--- config.mk ---
export PLATFORM = sky130hd
export DESIGN_NAME = abs_diff_err_monitor_flat
export DESIGN_NICKNAME = d
export VERILOG_FILES = /design/src/rtl/abs_diff_err_monitor_pkg.sv /design/src/rtl/abs_diff_err_monitor_if.sv /design/src/rtl/abs_diff_err_monitor_err_calc.sv /design/src/rtl/abs_diff_err_monitor.sv /design/src/flat_wrapper.sv
export SDC_FILE = /design/constraint.sdc
export NUM_CORES = 1
export LEC_CHECK = 0
export CELL_PAD_IN_SITES_DETAIL_PLACEMENT = 0
export CELL_PAD_IN_SITES_GLOBAL_PLACEMENT = 1
export CORE_UTILIZATION = 43
export CTS_BUF_LIST = sky130_fd_sc_hd__clkbuf_4
export CTS_CLUSTER_SIZE = 10
export DETAILED_ROUTE_END_ITERATION = 6
export PLACE_DENSITY_LB_ADDON = 0.05
export SLEW_MARGIN = 20
export SYNTH_ARGS = -nofsm -noshare
export SYNTH_HDL_FRONTEND = slang
export SYNTH_SLANG_ARGS = --single-unit
export TNS_END_PERCENT = 20
--- constraint.sdc ---
create_clock -name clk -period 3 [get_ports clk]
set_clock_uncertainty 0.15 [all_clocks]
set_input_delay 0.45 -clock clk [delete_from_list [all_inputs] [get_ports clk]]
set_output_delay 0.45 -clock clk [all_outputs]
set_load 0.05 [all_outputs]
--- src/rtl/abs_diff_err_monitor_pkg.sv ---
// Shared types, default widths and golden |a-b| function for the abs_diff error monitor.
package absdiff_pkg;

    // Default approximate-circuit geometry and error bound.
    localparam int unsigned N_IN_DEF  = 4;
    localparam int unsigned N_OUT_DEF = 2;
    localparam int unsigned ET_DEF    = 2;

    // Widths derived from the default geometry.
    localparam int unsigned OP_W_DEF  = N_IN_DEF / 2;        // width of each operand a, b
    localparam int unsigned SUM_W_DEF = N_OUT_DEF + N_IN_DEF; // error sum cannot overflow
    localparam int unsigned CNT_W_DEF = N_IN_DEF + 1;         // counts up to 2^N_IN vectors

    // Sweep controller states.
    typedef enum logic [1:0] {
        IDLE,
        SWEEP,
        DRAIN,
        DONE
    } state_e;

    // Exact |a-b| for a packed input vector: a = low half, b = high half.
    function automatic logic [31:0] abs_diff_exact(input logic [31:0] vec, input int unsigned n_in);
        logic [31:0] mask;
        logic [31:0] a;
        logic [31:0] b;
        mask = (32'd1 << (n_in / 2)) - 32'd1;
        a    = vec & mask;
        b    = (vec >> (n_in / 2)) & mask;
        return (a >= b) ? (a - b) : (b - a);
    endfunction

endpackage

--- src/rtl/abs_diff_err_monitor_if.sv ---
// Bundle between the error monitor and the approximate circuit / host.
interface abs_diff_err_monitor_if
    import absdiff_pkg::*;
#(
    parameter int unsigned N_IN  = N_IN_DEF,
    parameter int unsigned N_OUT = N_OUT_DEF
);
    logic                  start;
    logic [N_IN-1:0]       vec_o;
    logic [N_OUT-1:0]      approx_i;
    logic                  busy;
    logic                  done;
    logic [N_OUT-1:0]      max_err;
    logic [N_OUT+N_IN-1:0] err_sum;
    logic [N_IN:0]         err_cnt;
    logic                  violation;
    logic [N_IN-1:0]       fail_vec;

    // Monitor side: drives stimulus and statistics.
    modport master (
        input  start, approx_i,
        output vec_o, busy, done, max_err, err_sum, err_cnt, violation, fail_vec
    );

    // Host / approximate-circuit side.
    modport slave (
        output start, approx_i,
        input  vec_o, busy, done, max_err, err_sum, err_cnt, violation, fail_vec
    );
endinterface

--- src/rtl/abs_diff_err_monitor_err_calc.sv ---
// Combinational error of an approximate |a-b| result against the exact value.
module abs_err_calc
    import absdiff_pkg::*;
#(
    parameter int unsigned N_IN  = N_IN_DEF,
    parameter int unsigned N_OUT = N_OUT_DEF
) (
    input  logic [N_IN-1:0]  vec_i,
    input  logic [N_OUT-1:0] approx_i,
    output logic [N_OUT-1:0] err_o
);

    // Exact value zero-extended to N_OUT bits, then unsigned |exact - approx|.
    always_comb begin
        logic [N_OUT-1:0] exact;
        exact = N_OUT'(abs_diff_exact(32'(vec_i), N_IN));
        err_o = (exact >= approx_i) ? (exact - approx_i) : (approx_i - exact);
    end

endmodule

--- src/rtl/abs_diff_err_monitor.sv ---
// Sweeps every input vector through an approximate abs_diff circuit and accumulates
// worst-case error, error sum, mismatch count and the first threshold violation.
module abs_diff_err_monitor
    import absdiff_pkg::*;
#(
    parameter int unsigned N_IN  = N_IN_DEF,
    parameter int unsigned N_OUT = N_OUT_DEF,
    parameter int unsigned ET    = ET_DEF
) (
    input  logic                   clk,
    input  logic                   rst,
    abs_diff_err_monitor_if.master bus
);

    localparam int unsigned     SUM_W    = N_OUT + N_IN;
    localparam int unsigned     CNT_W    = N_IN + 1;
    localparam logic [N_IN-1:0] VEC_LAST = {N_IN{1'b1}};

    // Controller
    state_e           state_q, state_d;
    logic [N_IN-1:0]  vec_q, vec_d;
    logic             drain_q, drain_d;
    logic             busy_q, busy_d;
    logic             done_q, done_d;

    // Pipeline: S1 holds the captured vector, S2 holds its error
    logic             s1_valid_q, s1_valid_d;
    logic [N_IN-1:0]  s1_vec_q, s1_vec_d;
    logic [N_OUT-1:0] s1_approx_q, s1_approx_d;
    logic             s2_valid_q, s2_valid_d;
    logic [N_IN-1:0]  s2_vec_q, s2_vec_d;
    logic [N_OUT-1:0] s2_err_q, s2_err_d;
    logic [N_OUT-1:0] calc_err;

    // Statistics
    logic [N_OUT-1:0] max_err_q, max_err_d;
    logic [SUM_W-1:0] err_sum_q, err_sum_d;
    logic [CNT_W-1:0] err_cnt_q, err_cnt_d;
    logic             viol_q, viol_d;
    logic [N_IN-1:0]  fail_vec_q, fail_vec_d;

    abs_err_calc #(
        .N_IN  (N_IN),
        .N_OUT (N_OUT)
    ) u_err_calc (
        .vec_i    (s1_vec_q),
        .approx_i (s1_approx_q),
        .err_o    (calc_err)
    );

    // Next-state for the sweep FSM, pipeline stages and statistics.
    always_comb begin
        // NOTE: every _d is given its hold/default value first, so no branch can infer a latch.
        state_d     = state_q;
        vec_d       = vec_q;
        drain_d     = drain_q;
        s1_valid_d  = 1'b0;
        s1_vec_d    = s1_vec_q;
        s1_approx_d = s1_approx_q;
        s2_valid_d  = s1_valid_q;
        s2_vec_d    = s1_vec_q;
        s2_err_d    = calc_err;
        max_err_d   = max_err_q;
        err_sum_d   = err_sum_q;
        err_cnt_d   = err_cnt_q;
        viol_d      = viol_q;
        fail_vec_d  = fail_vec_q;

        // Fold the S2 error into the running statistics.
        if (s2_valid_q) begin
            if (s2_err_q > max_err_q) begin
                max_err_d = s2_err_q;
            end
            err_sum_d = err_sum_q + SUM_W'(s2_err_q);
            if (s2_err_q != '0) begin
                err_cnt_d = err_cnt_q + CNT_W'(1);
            end
            if ((32'(s2_err_q) > ET) && !viol_q) begin
                viol_d     = 1'b1;
                fail_vec_d = s2_vec_q;
            end
        end

        unique case (state_q)
            IDLE: begin
                if (bus.start) begin
                    state_d    = SWEEP;
                    vec_d      = '0;
                    max_err_d  = '0;
                    err_sum_d  = '0;
                    err_cnt_d  = '0;
                    viol_d     = 1'b0;
                    fail_vec_d = '0;
                end
            end
            SWEEP: begin
                s1_valid_d  = 1'b1;
                s1_vec_d    = vec_q;
                s1_approx_d = bus.approx_i;
                if (vec_q == VEC_LAST) begin
                    // Last vector issued: hold vec_o and let the pipeline empty.
                    state_d = DRAIN;
                    drain_d = 1'b0;
                end else begin
                    vec_d = vec_q + N_IN'(1);
                end
            end
            DRAIN: begin
                drain_d = 1'b1;
                if (drain_q) begin
                    state_d = DONE;
                end
            end
            DONE: begin
                state_d = IDLE;
            end
        endcase

        busy_d = (state_d == SWEEP) || (state_d == DRAIN);
        done_d = (state_d == DONE);
    end

    // FSM, valid bits and statistics registers with synchronous reset.
    always_ff @(posedge clk) begin
        if (rst) begin
            state_q    <= IDLE;
            vec_q      <= '0;
            drain_q    <= 1'b0;
            busy_q     <= 1'b0;
            done_q     <= 1'b0;
            s1_valid_q <= 1'b0;
            s2_valid_q <= 1'b0;
            max_err_q  <= '0;
            err_sum_q  <= '0;
            err_cnt_q  <= '0;
            viol_q     <= 1'b0;
            fail_vec_q <= '0;
        end else begin
            // NOTE: non-blocking so every flop samples the pre-edge value of the others.
            state_q    <= state_d;
            vec_q      <= vec_d;
            drain_q    <= drain_d;
            busy_q     <= busy_d;
            done_q     <= done_d;
            s1_valid_q <= s1_valid_d;
            s2_valid_q <= s2_valid_d;
            max_err_q  <= max_err_d;
            err_sum_q  <= err_sum_d;
            err_cnt_q  <= err_cnt_d;
            viol_q     <= viol_d;
            fail_vec_q <= fail_vec_d;
        end
    end

    // Pipeline payload registers.
    // NOTE: no reset here; the valid bits above gate every use of these values.
    always_ff @(posedge clk) begin
        s1_vec_q    <= s1_vec_d;
        s1_approx_q <= s1_approx_d;
        s2_vec_q    <= s2_vec_d;
        s2_err_q    <= s2_err_d;
    end

    assign bus.vec_o     = vec_q;
    assign bus.busy      = busy_q;
    assign bus.done      = done_q;
    assign bus.max_err   = max_err_q;
    assign bus.err_sum   = err_sum_q;
    assign bus.err_cnt   = err_cnt_q;
    assign bus.violation = viol_q;
    assign bus.fail_vec  = fail_vec_q;

endmodule

--- src/flat_wrapper.sv ---
// flat-port wrapper written by rule: the top's interface ports become plain ports
module abs_diff_err_monitor_flat import absdiff_pkg::*;
#(
    parameter int unsigned N_IN  = N_IN_DEF,
    parameter int unsigned N_OUT = N_OUT_DEF,
    parameter int unsigned ET    = ET_DEF
)
  (clk, rst, bus_start, bus_approx_i, bus_vec_o, bus_busy, bus_done, bus_max_err, bus_err_sum, bus_err_cnt, bus_violation, bus_fail_vec);
  abs_diff_err_monitor_if #(.N_IN(N_IN), .N_OUT(N_OUT)) bus_i ();
  input  logic clk;
  input  logic rst;
  input wire logic [$bits(bus_i.start)-1:0] bus_start;
  input wire logic [$bits(bus_i.approx_i)-1:0] bus_approx_i;
  output wire logic [$bits(bus_i.vec_o)-1:0] bus_vec_o;
  output wire logic [$bits(bus_i.busy)-1:0] bus_busy;
  output wire logic [$bits(bus_i.done)-1:0] bus_done;
  output wire logic [$bits(bus_i.max_err)-1:0] bus_max_err;
  output wire logic [$bits(bus_i.err_sum)-1:0] bus_err_sum;
  output wire logic [$bits(bus_i.err_cnt)-1:0] bus_err_cnt;
  output wire logic [$bits(bus_i.violation)-1:0] bus_violation;
  output wire logic [$bits(bus_i.fail_vec)-1:0] bus_fail_vec;
  assign bus_i.start = bus_start;
  assign bus_i.approx_i = bus_approx_i;
  assign bus_vec_o = bus_i.vec_o;
  assign bus_busy = bus_i.busy;
  assign bus_done = bus_i.done;
  assign bus_max_err = bus_i.max_err;
  assign bus_err_sum = bus_i.err_sum;
  assign bus_err_cnt = bus_i.err_cnt;
  assign bus_violation = bus_i.violation;
  assign bus_fail_vec = bus_i.fail_vec;
  abs_diff_err_monitor #(.N_IN(N_IN), .N_OUT(N_OUT), .ET(ET)) u_core (.clk(clk), .rst(rst), .bus(bus_i));
endmodule
; ---- Word-level counts from Yosys, hierarchy flattened
; Cells that the tools add are included.
[classes]
add_sub_neg = 7
mux = 31
n_lt_le_gt_ge = 4
reduce_logical = 9
eq_ne = 10
[ops]
columns = operator, count
row1 = $mux W4, 6
row2 = $mux W5, 4
row3 = $mux W2, 9
row4 = $mux W6, 3
row5 = $eq A2 B2 Y1 const B, 4
row6 = $pmux W2 S4, 1
row7 = $pmux W4 S2, 1
row8 = $sub A2 B2 Y2, 4
row9 = $add A6 B2 Y6, 1
row10 = $mux W1, 6
row11 = $reduce_bool A2 Y1, 3
row12 = $add A5 B1 Y5 const B, 1
row13 = $add A4 B1 Y4 const B, 1
row14 = $eq A2 B1 Y1 const B, 2
row15 = $eq A4 B4 Y1 const B, 1
row16 = $ge A2 B2 Y1, 2
row17 = $ne A2 B2 Y1 const B, 2
row18 = $reduce_and A3 Y1, 1
row19 = $gt A2 B2 Y1, 1
row20 = $gt A2 B2 Y1 const B, 1
row21 = $logic_not A2 Y1, 1
row22 = $ne A2 B1 Y1 const B, 1
row23 = $pmux W1 S2, 1
row24 = $reduce_and A2 Y1, 1
row25 = other kinds (3), 3
[totals]
regBits = 41
output_inout_bits = 24
inputBits = 5
elab_cells = 77

; ---- Depth between registers and ports, before layout
; Gate-level depths: netlist of the first run.
[depth]
depth_word = 6
ltp_mapped = 9
ltp_nobuf = 9

; ---- By module
; A second synthesis of the first run with hierarchy kept.
[hier_totals]
hier_cells = 170
area_unflattened_um2 = 1833.0
[by_module_without_submodules]
columns = module, cells_each, instances, area_each_um2, seq_area_each_um2
row1 = abs_diff_err_monitor, 145, 1, 1609.0, 880.8
row2 = abs_err_calc, 25, 1, 224.0, 0.0

; ---- Worst setup path after synthesis of the first run
; No wires, ideal clock.
[synth_path]
path_kind = flip-flop to flip-flop
startpoint = reg u_core.s1_vec_q[2]
endpoint = reg u_core.s2_err_q[1]
t_required_ns = 2.736
arrival_ns = 1.999
n_path_buf = 0
setup_slack_ns = 0.737
period_less_slack_ns = 2.263
stages_incl_launch_ff = 8
setup_ns = 0.114
path_cell_list = edfxtp_1 -> ha_1 -> fa_1 -> a31oi_1 -> a21oi_1 -> fa_1 -> o21ai_0 -> a21o_1
[synth_via]
elab_chain_cells = 4
elab_cells_between_ends = 8
classes_between = 4 x add/sub / 2 x order compare / 2 x mux
[synth_lines]
columns = element, line
row1 = from (decl), abs_diff_err_monitor.sv:28  ; logic [N_IN-1:0] s1_vec_q, s1_vec_d;
row2 = from (signal assigned), abs_diff_err_monitor.sv:158  ; s1_vec_q <= s1_vec_d;
row3 = $sub A2 B2 Y2 or $ge A2 B2 Y1 (tied branches), abs_diff_err_monitor_pkg.sv:30  ; return (a >= b) ? (a - b) : (b - a);
row4 = $mux W2 *, abs_diff_err_monitor_pkg.sv:30
row5 = $sub A2 B2 Y2 or $ge A2 B2 Y1 (tied branches), abs_diff_err_monitor_err_calc.sv:17  ; err_o = (exact >= approx_i) ? (exact - approx_i) : (approx_i - exact);
row6 = $mux W2 *, abs_diff_err_monitor_err_calc.sv:17
row7 = named net u_core.calc_err[1], abs_diff_err_monitor.sv:33  ; logic [N_OUT-1:0] calc_err;
row8 = to (signal assigned), abs_diff_err_monitor.sv:161  ; s2_err_q <= s2_err_d;
row9 = to (decl), abs_diff_err_monitor.sv:32  ; logic [N_OUT-1:0] s2_err_q, s2_err_d;
; Mark *: on every way through the listed nets, which the timed path passes. The rest lies on a longest branch.
; A chain may end at the register's enable or synchronous reset.

; ---- Worst setup path in the final report of the first run
[layout_path]
startpoint = reg u_core.s1_vec_q[0]
endpoint = reg u_core.s2_err_q[1]
; The elaborated chain is that of the path after synthesis.

==> impl_metrics.env, run 1 <==
export IMPL_status="finished clean"
export IMPL_synth_edff_count=6
export IMPL_crit_path_end_kind="register"
export IMPL_drc=0
export IMPL_tns_ns=0
export IMPL_synthArstFlopShare_pct=0
export IMPL_ys_seq_elements=41
export IMPL_ys_top_cells_by_area="dfxtp_1, edfxtp_1, ha_1"
export IMPL_area_growth_pct=20.4
export IMPL_cts_path_max_buffers=2
export IMPL_hold_violations=0
export IMPL_synth_top_area_share_pct=38.5
export IMPL_antenna_found_initial=0
export IMPL_drive_above_1_share_pct=6.25
export IMPL_syn_nets=200
export IMPL_slew_violations=0
export IMPL_viasPerCell=5.29
export IMPL_slew_headroom_pct=51.8
export IMPL_cts_buffers=5
export IMPL_synth_top_area_cell="dfxtp_1"
export IMPL_cp_arrival_ns=2.55
export IMPL_htreeDepth=2
export IMPL_fillers=369
export IMPL_met3_length_um=124
export IMPL_wire_per_inst_um=12.9
export IMPL_die_area_um2=4490
export IMPL_yosysMostFrequentCell="dfxtp_1"
export IMPL_worstPathMaxFanout=3
export IMPL_highest_layer="met4"
export IMPL_final_core_util_pct=54.3
export IMPL_cts_hold_buffers_added=0
export IMPL_cts_tree="done"
export IMPL_grt_max_degree=21
export IMPL_die_h_um=67.0
export IMPL_setup_violations=0
export IMPL_clk_pin_slew_worst_paths_ns=0.11
export IMPL_worstSetupStartpointType="register"
export IMPL_drtPass1Iterations=4
export IMPL_critical_path_class="reg2reg"
export IMPL_worstMarginPinSlew_ns=0.722
export IMPL_first_global_vias=1324
export IMPL_hpwl_um=2470
export IMPL_powerDensity_nw_per_um2=470
export IMPL_ys_warn_count=0
export IMPL_grt_usage_pct=17.5
export IMPL_period_share_pct=81.6
export IMPL_fp_row_count=23
export IMPL_dpl_instance_area_um2=2130
export IMPL_synth_flop_cell="dfxtp_1"
export IMPL_io_buffers=28
export IMPL_ant_nets=0
export IMPL_stdcell_area_um2=2190
export IMPL_finalWirelength_um=3320
export IMPL_syn_mean_instance_area_um2=10.2
export IMPL_hold_path_class="reg2reg"
export IMPL_synth_cell_types=37
export IMPL_synthTopCellsByCount="dfxtp_1, nor2_1, ha_1"
export IMPL_synth_area_um2=1820
export IMPL_drt_iter0_drc=31
export IMPL_post_cts_buffers=0
export IMPL_grt_pass1_wl_um=5690
export IMPL_io_pins=29
export IMPL_p_total_mw=1.03
export IMPL_clock_fmax_mhz=409
export IMPL_root_buffer="clkbuf_4"
export IMPL_fin_nets=229
export IMPL_die_x_um=67.0
export IMPL_finalWorstPathRequiredPeriod_ns=2.45
export IMPL_required_ns=3.10
export IMPL_antenna_cells=0
export IMPL_clk_latency_ns=0.34
export IMPL_wl_met1_um=1460
export IMPL_maxCapViolations=0
export IMPL_vdd_drop_max_v=0.000202
export IMPL_rsz0062_at_grt="no"
export IMPL_overflow=0
export IMPL_leakage_nw=0.883
export IMPL_cts_resized_gates=0
export IMPL_vias=1364
export IMPL_cts_sinks=41
export IMPL_initial_core_util_pct=45.1
export IMPL_met2RoutedLength_um=1670
export IMPL_seq_area_frac_synth_pct=48.5
export IMPL_netlist_instances=178
export IMPL_gp_congestion=0.780
export IMPL_core_area_um2=4030
-- layout by cell type, fill, tap and decap left out, types with 4 or more instances in the layout --
master,synthesis,final
ha_1,14,14
inv_1,12,12
o31ai_1,4,4
edfxtp_1,6,6
o21ai_0,6,6
nand2_1,8,8
mux2i_1,7,7
a21oi_1,12,12
clkdlybuf4s50_1,0,28
nor2b_1,6,6
nor2_1,17,17
xor2_1,4,4
dfxtp_1,35,35
clkbuf_4,0,6
-- critical path: stages (launching register included) --
cell and delay [ns]:
edfxtp_1 0.43, inv_1 0.08, ha_1 0.17, fa_1 0.42, a31oi_1 0.20, a21oi_1 0.10
fa_1 0.45, nand3b_1 0.10, o21ai_0 0.08, a21o_1 0.19
-- power by group --
group | internal (mW) | switching [mW]
Sequential | 0.580 | 0.0336
Clock | 0.0984 | 0.170
Combinational | 0.0649 | 0.0830
-- metrics by stage --
stage / setup slack (ns) / hold WS [ns] / instances
global placement: 0.674 / 0.232 / 250
CTS: 0.528 / 0.270 / 258
global route: 0.399 / 0.290 / 258
floorplan: 0.737 / 0.224 / 178
finish: 0.552 / 0.267 / 258
detailed placement: 0.554 / 0.246 / 250
-- layer usage --
metal	up-vias	track usage [%]
met3	7	6.34
met5	-	0
met4	0	7.71
li1	676	-
met1	659	19.5
met2	22	29.4
-- cells by family (layout without fill, tap and decap cells) --
family          count (synthesis)  in the layout  share of synthesized area [%]
fa+ha+maj                      17             17                           12.9
compound gates                 36             36                           12.1
flops                          41             41                           48.5
mux                             7              7                           3.85
xor+xnor                        4              4                           1.93
simple gates                   54             54                           16.4
buf+inv                        19             49                           4.34
-- flip-flops by register name (all words and copies together), names as in the netlist, 2 cells and up --
name / flops
u_core.s1_approx_q: 2
u_core.s1_vec_q: 4
u_core.s2_err_q: 2
u_core.bus.fail_vec: 4
u_core.bus.vec_o: 4
u_core.state_q: 2
u_core.s2_vec_q: 4
u_core.bus.max_err: 2
u_core.bus.err_sum: 6
u_core.bus.err_cnt: 5
-- area by class of cell --
| class | instances | area (um^2) | area share [%] |
|---|---|---|---|
| Clock inverter | 2 | 10.0 | 0.457 |
| Timing Repair Buffer | 29 | 288 | 13.1 |
| Inverter | 12 | 45.0 | 2.06 |
| Tap cell | 50 | 62.6 | 2.86 |
| Clock buffer | 6 | 45.0 | 2.06 |
| Multi-Input combinational cell | 118 | 858 | 39.2 |
| Sequential cell | 41 | 881 | 40.2 |
-- worst paths after layout --
path,cells past startpoint,endpoint,slack [ns],from
worst max register to register,9,u_core.s2_err_q[1],0.55,u_core.s1_vec_q[0]
worst max-delay path,9,u_core.s2_err_q[1],0.55,u_core.s1_vec_q[0]
worst min-delay path,0,u_core.s2_vec_q[2],0.27,u_core.s1_vec_q[2]
worst min register to register,0,u_core.s2_vec_q[2],0.27,u_core.s1_vec_q[2]
(Power assumes the default switching activity.)
==> run 2: changes to the inputs <==
Clock period 3 ns to 2.4 ns, I/O delays scaled along.
==> run 2 against run 1 <==
The run now ends with setup timing left. Maximum frequency grew 1.4%. Sequential share of layout area shrank 1.3 points. Count of clock-buffer cells in the layout is 1 lower. Critical path depth unchanged. Total power grew 27%. Worst hold slack gained 0.012 ns. Global-route usage rose by 0.34 points. First-iteration DRC count up 94%. Via count is 0.15% lower. Design area increased by 3.3%. Non-clock buffer count increased by 5. Cell count grew 1.9%. Critical endpoint unchanged.
==> impl_metrics.env, run 2 (synthesis gave the netlist of run 1 again) <==
export IMPL_worst_slack_ns=-0.0151
export IMPL_maxCapViolations=0
export IMPL_fin_nets=234
export IMPL_critPathMaxStageDelay_ns=0.59
export IMPL_rr_startpoint="u_core.s1_vec_q[2]"
export IMPL_status="finished with violations"
export IMPL_finalWirelength_um=3490
export IMPL_fillers=376
export IMPL_cts_buffers=5
export IMPL_hold_path_class="reg2reg"
export IMPL_violations="setup timing"
export IMPL_rsz0062_at_grt="yes"
export IMPL_cts_sinks=41
export IMPL_root_buffer="clkbuf_4"
export IMPL_vias=1362
export IMPL_powerDensity_nw_per_um2=579
export IMPL_cts_path_max_buffers=2
export IMPL_critical_path_class="reg2reg"
export IMPL_io_buffers=28
export IMPL_viasPerCell=5.18
export IMPL_drtPass1Iterations=4
export IMPL_setup_violations=1
export IMPL_cpMaxStageDelayCell="fa_2"
export IMPL_worstPathMaxFanout=2
export IMPL_layout_cells_most_common="dfxtp_1"
export IMPL_slew_headroom_pct=61.1
export IMPL_core_area_um2=4030
export IMPL_cts_hold_buffers_added=0
export IMPL_path_cells="ha_4, fa_2, a31oi_4, buf_4, a21o_1, ha_1, nand2b_1, o22ai_1, a21o_1"
export IMPL_final_core_util_pct=56.1
export IMPL_cp_startpoint="u_core.s1_vec_q[2]"
export IMPL_ant_nets=0
export IMPL_period_share_pct=101
export IMPL_die_x_um=67.0
export IMPL_regToRegSetupSlack_ns=-0.02
export IMPL_final_cell_mix="dfxtp_1, clkdlybuf4s50_1, nor2_1"
export IMPL_htreeDepth=2
export IMPL_slew_violations=0
export IMPL_finalWorstPathRequiredPeriod_ns=2.42
export IMPL_drive_above_1_share_pct=10.3
export IMPL_cp_arrival_ns=2.56
export IMPL_initial_core_util_pct=45.1
export IMPL_fp_row_count=23
export IMPL_leakage_nw=0.902
export IMPL_dp_cells=251
export IMPL_grt_max_degree=21
export IMPL_antenna_cells=0
export IMPL_wire_per_inst_um=13.3
export IMPL_die_area_um2=4490
export IMPL_worstMarginPinSlew_ns=0.583
export IMPL_cpMostUsedCell="a21o_1"
export IMPL_gp_congestion=0.775
export IMPL_worstSetupStartpointType="register"
export IMPL_antenna_found_initial=0
export IMPL_area_growth_pct=24.4
export IMPL_hp_start="u_core.s1_vec_q[1]"
export IMPL_die_h_um=67.0
export IMPL_grt_pass1_wl_um=5780
export IMPL_vdd_drop_max_v=0.000280
export IMPL_required_ns=2.55
export IMPL_cts_tree="done"
export IMPL_drt_iter0_drc=60
export IMPL_clk_pin_slew_worst_paths_ns=0.12
export IMPL_crit_path_end_kind="register"
export IMPL_overflow=0
export IMPL_largest_reg_flops=6
export IMPL_first_global_vias=1314
export IMPL_clock_fmax_mhz=414
export IMPL_io_pins=29
export IMPL_layoutNonFillerInstCount=263
export IMPL_dp_slack_ns=-0.0492
export IMPL_clk_latency_ns=0.35
export IMPL_grt_usage_pct=17.8
export IMPL_drc=0
export IMPL_hold_violations=0
export IMPL_hpwl_um=2440
==> run 2: cell count changes in the layout (fill, tap and decap cells not counted), moves of 2 or more <==
cell / change
fa_1: -2
buf_4: +5
o21ai_0: -2
clkinv_1: +2
fa_2: +2
==> run 2: final timing paths <==
kind / endpoint / cells after the start
min: u_core.s2_vec_q[1] / 0
max reg2reg: u_core.s2_err_q[1] / 9
max: u_core.s2_err_q[1] / 9
min reg2reg: u_core.s2_vec_q[1] / 0
==> run 2: critical path, delay by kind of cell, from the launching register on <==
kind | cells | cell delay [ns]
buffers and inverters | 1 | 0.14
and+or+nand+nor | 1 | 0.14
AOI/OAI and AO/OA | 4 | 0.42
adders and majority gates | 3 | 1.06
DFF | 1 | 0.45
==> run 2: per-stage QoR <==
step | hold slack [ns] | TNS (ns) | area, um^2 | total power, mW
final | 0.280 | -0.0151 | 2260 | 1.31
after global routing | 0.303 | -0.0613 | 2260 | 1.38
after CTS | 0.282 | 0 | 2220 | 1.30
after detailed placement | 0.250 | -0.0492 | 2140 | 0.970
after global placement | 0.231 | 0 | 2140 | 0.955
after floorplan | 0.224 | 0 | 1820 | 0.907
==> run 2: repair_timing <==
action | 4_1_cts | 5_1_grt
buffers inserted | 3 | 1
endpoints found under the setup margin | 1 | 1
pin swaps | 1 | 3
resized for setup | 2 | 8
==> run 2: cell type report <==
type                    count  area [um^2]  share of cell area, %
flip-flops and latches     41          881                   38.9
repair buffers             34          325                   14.4
clock buffers               5         37.5                   1.66
well taps                  50         62.6                   2.77
inverters                  12         45.0                   1.99
multi-input cells         118          898                   39.7
clock inverters             3         12.5                  0.553
==> run 2: layer usage <==
layer	track usage [%]	wire [um]	vias to the layer above
met5	0	0	-
met4	9.04	71	0
met3	6.16	128	6
met2	29.8	1770	26
met1	19.7	1520	646
li1	-	-	684
==> run 2: where the power goes <==
part / switching, mW / internal, mW
clock: 0.222 / 0.106
sequential: 0.0420 / 0.725
combinational: 0.114 / 0.0993
total: 0.378 / 0.931
==> run 3: changes to the inputs <==
Settings changed: CELL_PAD_IN_SITES_DETAIL_PLACEMENT 0 to 2, CELL_PAD_IN_SITES_GLOBAL_PLACEMENT 1 to 2, CORE_UTILIZATION 43 to 35.
==> run 3 against run 2 <==
The flow still finishes with violations (setup timing). Largest power group unchanged. Setup slack better by 0.0069 ns. Total power up 0.64%. Critical path type unchanged. Critical path depth down 1. Wire length up 22%. Clock power about the same. Global-route usage down 0.085 points. Utilization down 9.7 points. Worst hold slack worse by 0.0088 ns. Non-clock buffer count down 2.
==> impl_metrics.env, run 3 (synthesis gave the netlist of run 1 again) <==
export IMPL_status="finished with violations"
export IMPL_violations="setup timing"
export IMPL_final_cell_mix="dfxtp_1, clkdlybuf4s50_1, nor2_1"
export IMPL_leakage_nw=0.897
export IMPL_drive_above_1_share_pct=9.95
export IMPL_grt_usage_pct=17.7
export IMPL_cts_path_max_buffers=2
export IMPL_worstSetupStartpointType="register"
export IMPL_viasPerCell=5.02
export IMPL_layoutNonFillerInstCount=278
export IMPL_critical_path_class="reg2reg"
export IMPL_power_share_switching_pct=29.3
export IMPL_worst_slack_ns=-0.00821
export IMPL_pwr_share_comb_pct=16.7
export IMPL_maxCapViolations=0
export IMPL_drtPass1Iterations=4
export IMPL_slew_headroom_pct=58.2
export IMPL_die_h_um=74.1
export IMPL_clock_fmax_mhz=415
export IMPL_cts_sinks=41
export IMPL_hold_violations=0
export IMPL_gp_congestion=0.727
export IMPL_fin_hold_ws_ns=0.271
export IMPL_dp_cells=268
export IMPL_ant_nets=0
export IMPL_fp_row_count=25
export IMPL_path_cells="inv_1, ha_2, fa_1, a31oi_2, a21oi_2, fa_2, o21ai_2, a21o_1"
export IMPL_cts_tree="done"
export IMPL_worstPathMaxFanout=2
export IMPL_power_frac_clock_pct=24.8
export IMPL_clk_latency_ns=0.34
export IMPL_antenna_cells=0
export IMPL_dpl_instance_area_um2=2160
export IMPL_cp_arrival_ns=2.50
export IMPL_cts_buffers=5
export IMPL_die_area_um2=5490
export IMPL_vdd_drop_max_v=0.000221
export IMPL_final_core_util_pct=46.5
export IMPL_intPower_mw=0.932
export IMPL_setup_violations=1
export IMPL_p_switching_mw=0.386
export IMPL_largest_reg_flops=6
export IMPL_core_area_um2=4850
export IMPL_hpwl_um=3190
export IMPL_slew_violations=0
export IMPL_die_x_um=74.1
export IMPL_grt_pass1_wl_um=7190
export IMPL_finalWorstPathRequiredPeriod_ns=2.41
export IMPL_p_total_mw=1.32
export IMPL_initial_core_util_pct=37.5
export IMPL_required_ns=2.50
export IMPL_clk_pin_slew_worst_paths_ns=0.13
export IMPL_finalWirelength_um=4260
export IMPL_cpMaxStageDelayCell="fa_2"
export IMPL_stdcell_area_um2=2250
export IMPL_antenna_found_initial=0
export IMPL_root_buffer="clkbuf_4"
export IMPL_layout_cells_most_common="dfxtp_1"
export IMPL_htreeDepth=2
export IMPL_period_share_pct=100
export IMPL_crit_path_end_kind="register"
export IMPL_fin_nets=232
export IMPL_pwr_share_seq_pct=58.5
export IMPL_grt_max_degree=21
export IMPL_io_pins=29
export IMPL_cts_hold_buffers_added=0
export IMPL_io_buffers=28
export IMPL_powerDensity_nw_per_um2=584
export IMPL_drc=0
export IMPL_hold_path_class="reg2reg"
export IMPL_vias=1395
export IMPL_rsz0062_at_grt="yes"
export IMPL_wire_per_inst_um=15.3
export IMPL_area_growth_pct=24.0
export IMPL_first_global_vias=1534
export IMPL_drt_iter0_drc=26
export IMPL_overflow=0
export IMPL_worstMarginPinSlew_ns=0.626
export IMPL_critPathMaxStageDelay_ns=0.57
run 3: layer usage:
layer,GRT usage (%),wire length [um],vias up
met5,0,0,-
met4,6.41,34,0
li1,-,-,678
met3,3.66,158,2
met2,32.1,2290,24
met1,20.5,1780,691
run 3: power by group through the flow:
stage	clock network (mW)	logic, mW	registers [mW]
finish	0.327	0.220	0.770
global route	0.363	0.247	0.776
CTS	0.344	0.215	0.772
detailed placement	0	0.198	0.788
global placement	0	0.176	0.785
floorplan	0	0.119	0.788
run 3: stage by stage:
stage	setup slack, ns	setup TNS (ns)
6_report	-0.00821	-0.00821
5_1_grt	-0.126	-0.126
4_1_cts	-0.00239	-0.00239
3_5_place_dp	-0.106	-0.106
3_3_place_gp	0.0562	0
2_1_floorplan	0.137	0
run 3: what timing repair did:
action / 4_1_cts / 5_1_grt
pin swaps: 1 / 0
setup buffers: 1 / 1
resized for setup: 6 / 1
endpoints found under the setup margin: 1 / 1
run 3: critical path, delay by kind of cell (launching register included):
kind	cells	cell delay [ns]
AO/OA/AOI/OAI	4	0.51
adder cells (fa/ha/maj)	3	1.18
buffers and inverters	1	0.07
flip-flops	1	0.42
run 3: path summary, 6_finish.rpt:
kind | startpoint | endpoint | slack, ns | cells past startpoint
worst max register to register | u_core.s1_vec_q[0] | u_core.s2_err_q[1] | -0.008 | 8
worst min register to register | u_core.s1_vec_q[2] | u_core.s2_vec_q[2] | 0.27 | 0
worst max-delay path | u_core.s1_vec_q[0] | u_core.s2_err_q[1] | -0.008 | 8
worst min-delay path | u_core.s1_vec_q[2] | u_core.s2_vec_q[2] | 0.27 | 0
run 3: cell type report:
class	instances	area, um^2
Tap cell	67	83.8
Timing Repair Buffer	32	310
Clock inverter	3	12.5
Multi-Input combinational cell	118	883
Sequential cell	41	881
Clock buffer	5	37.5
Fill cell	523	2590
Inverter	12	45.0
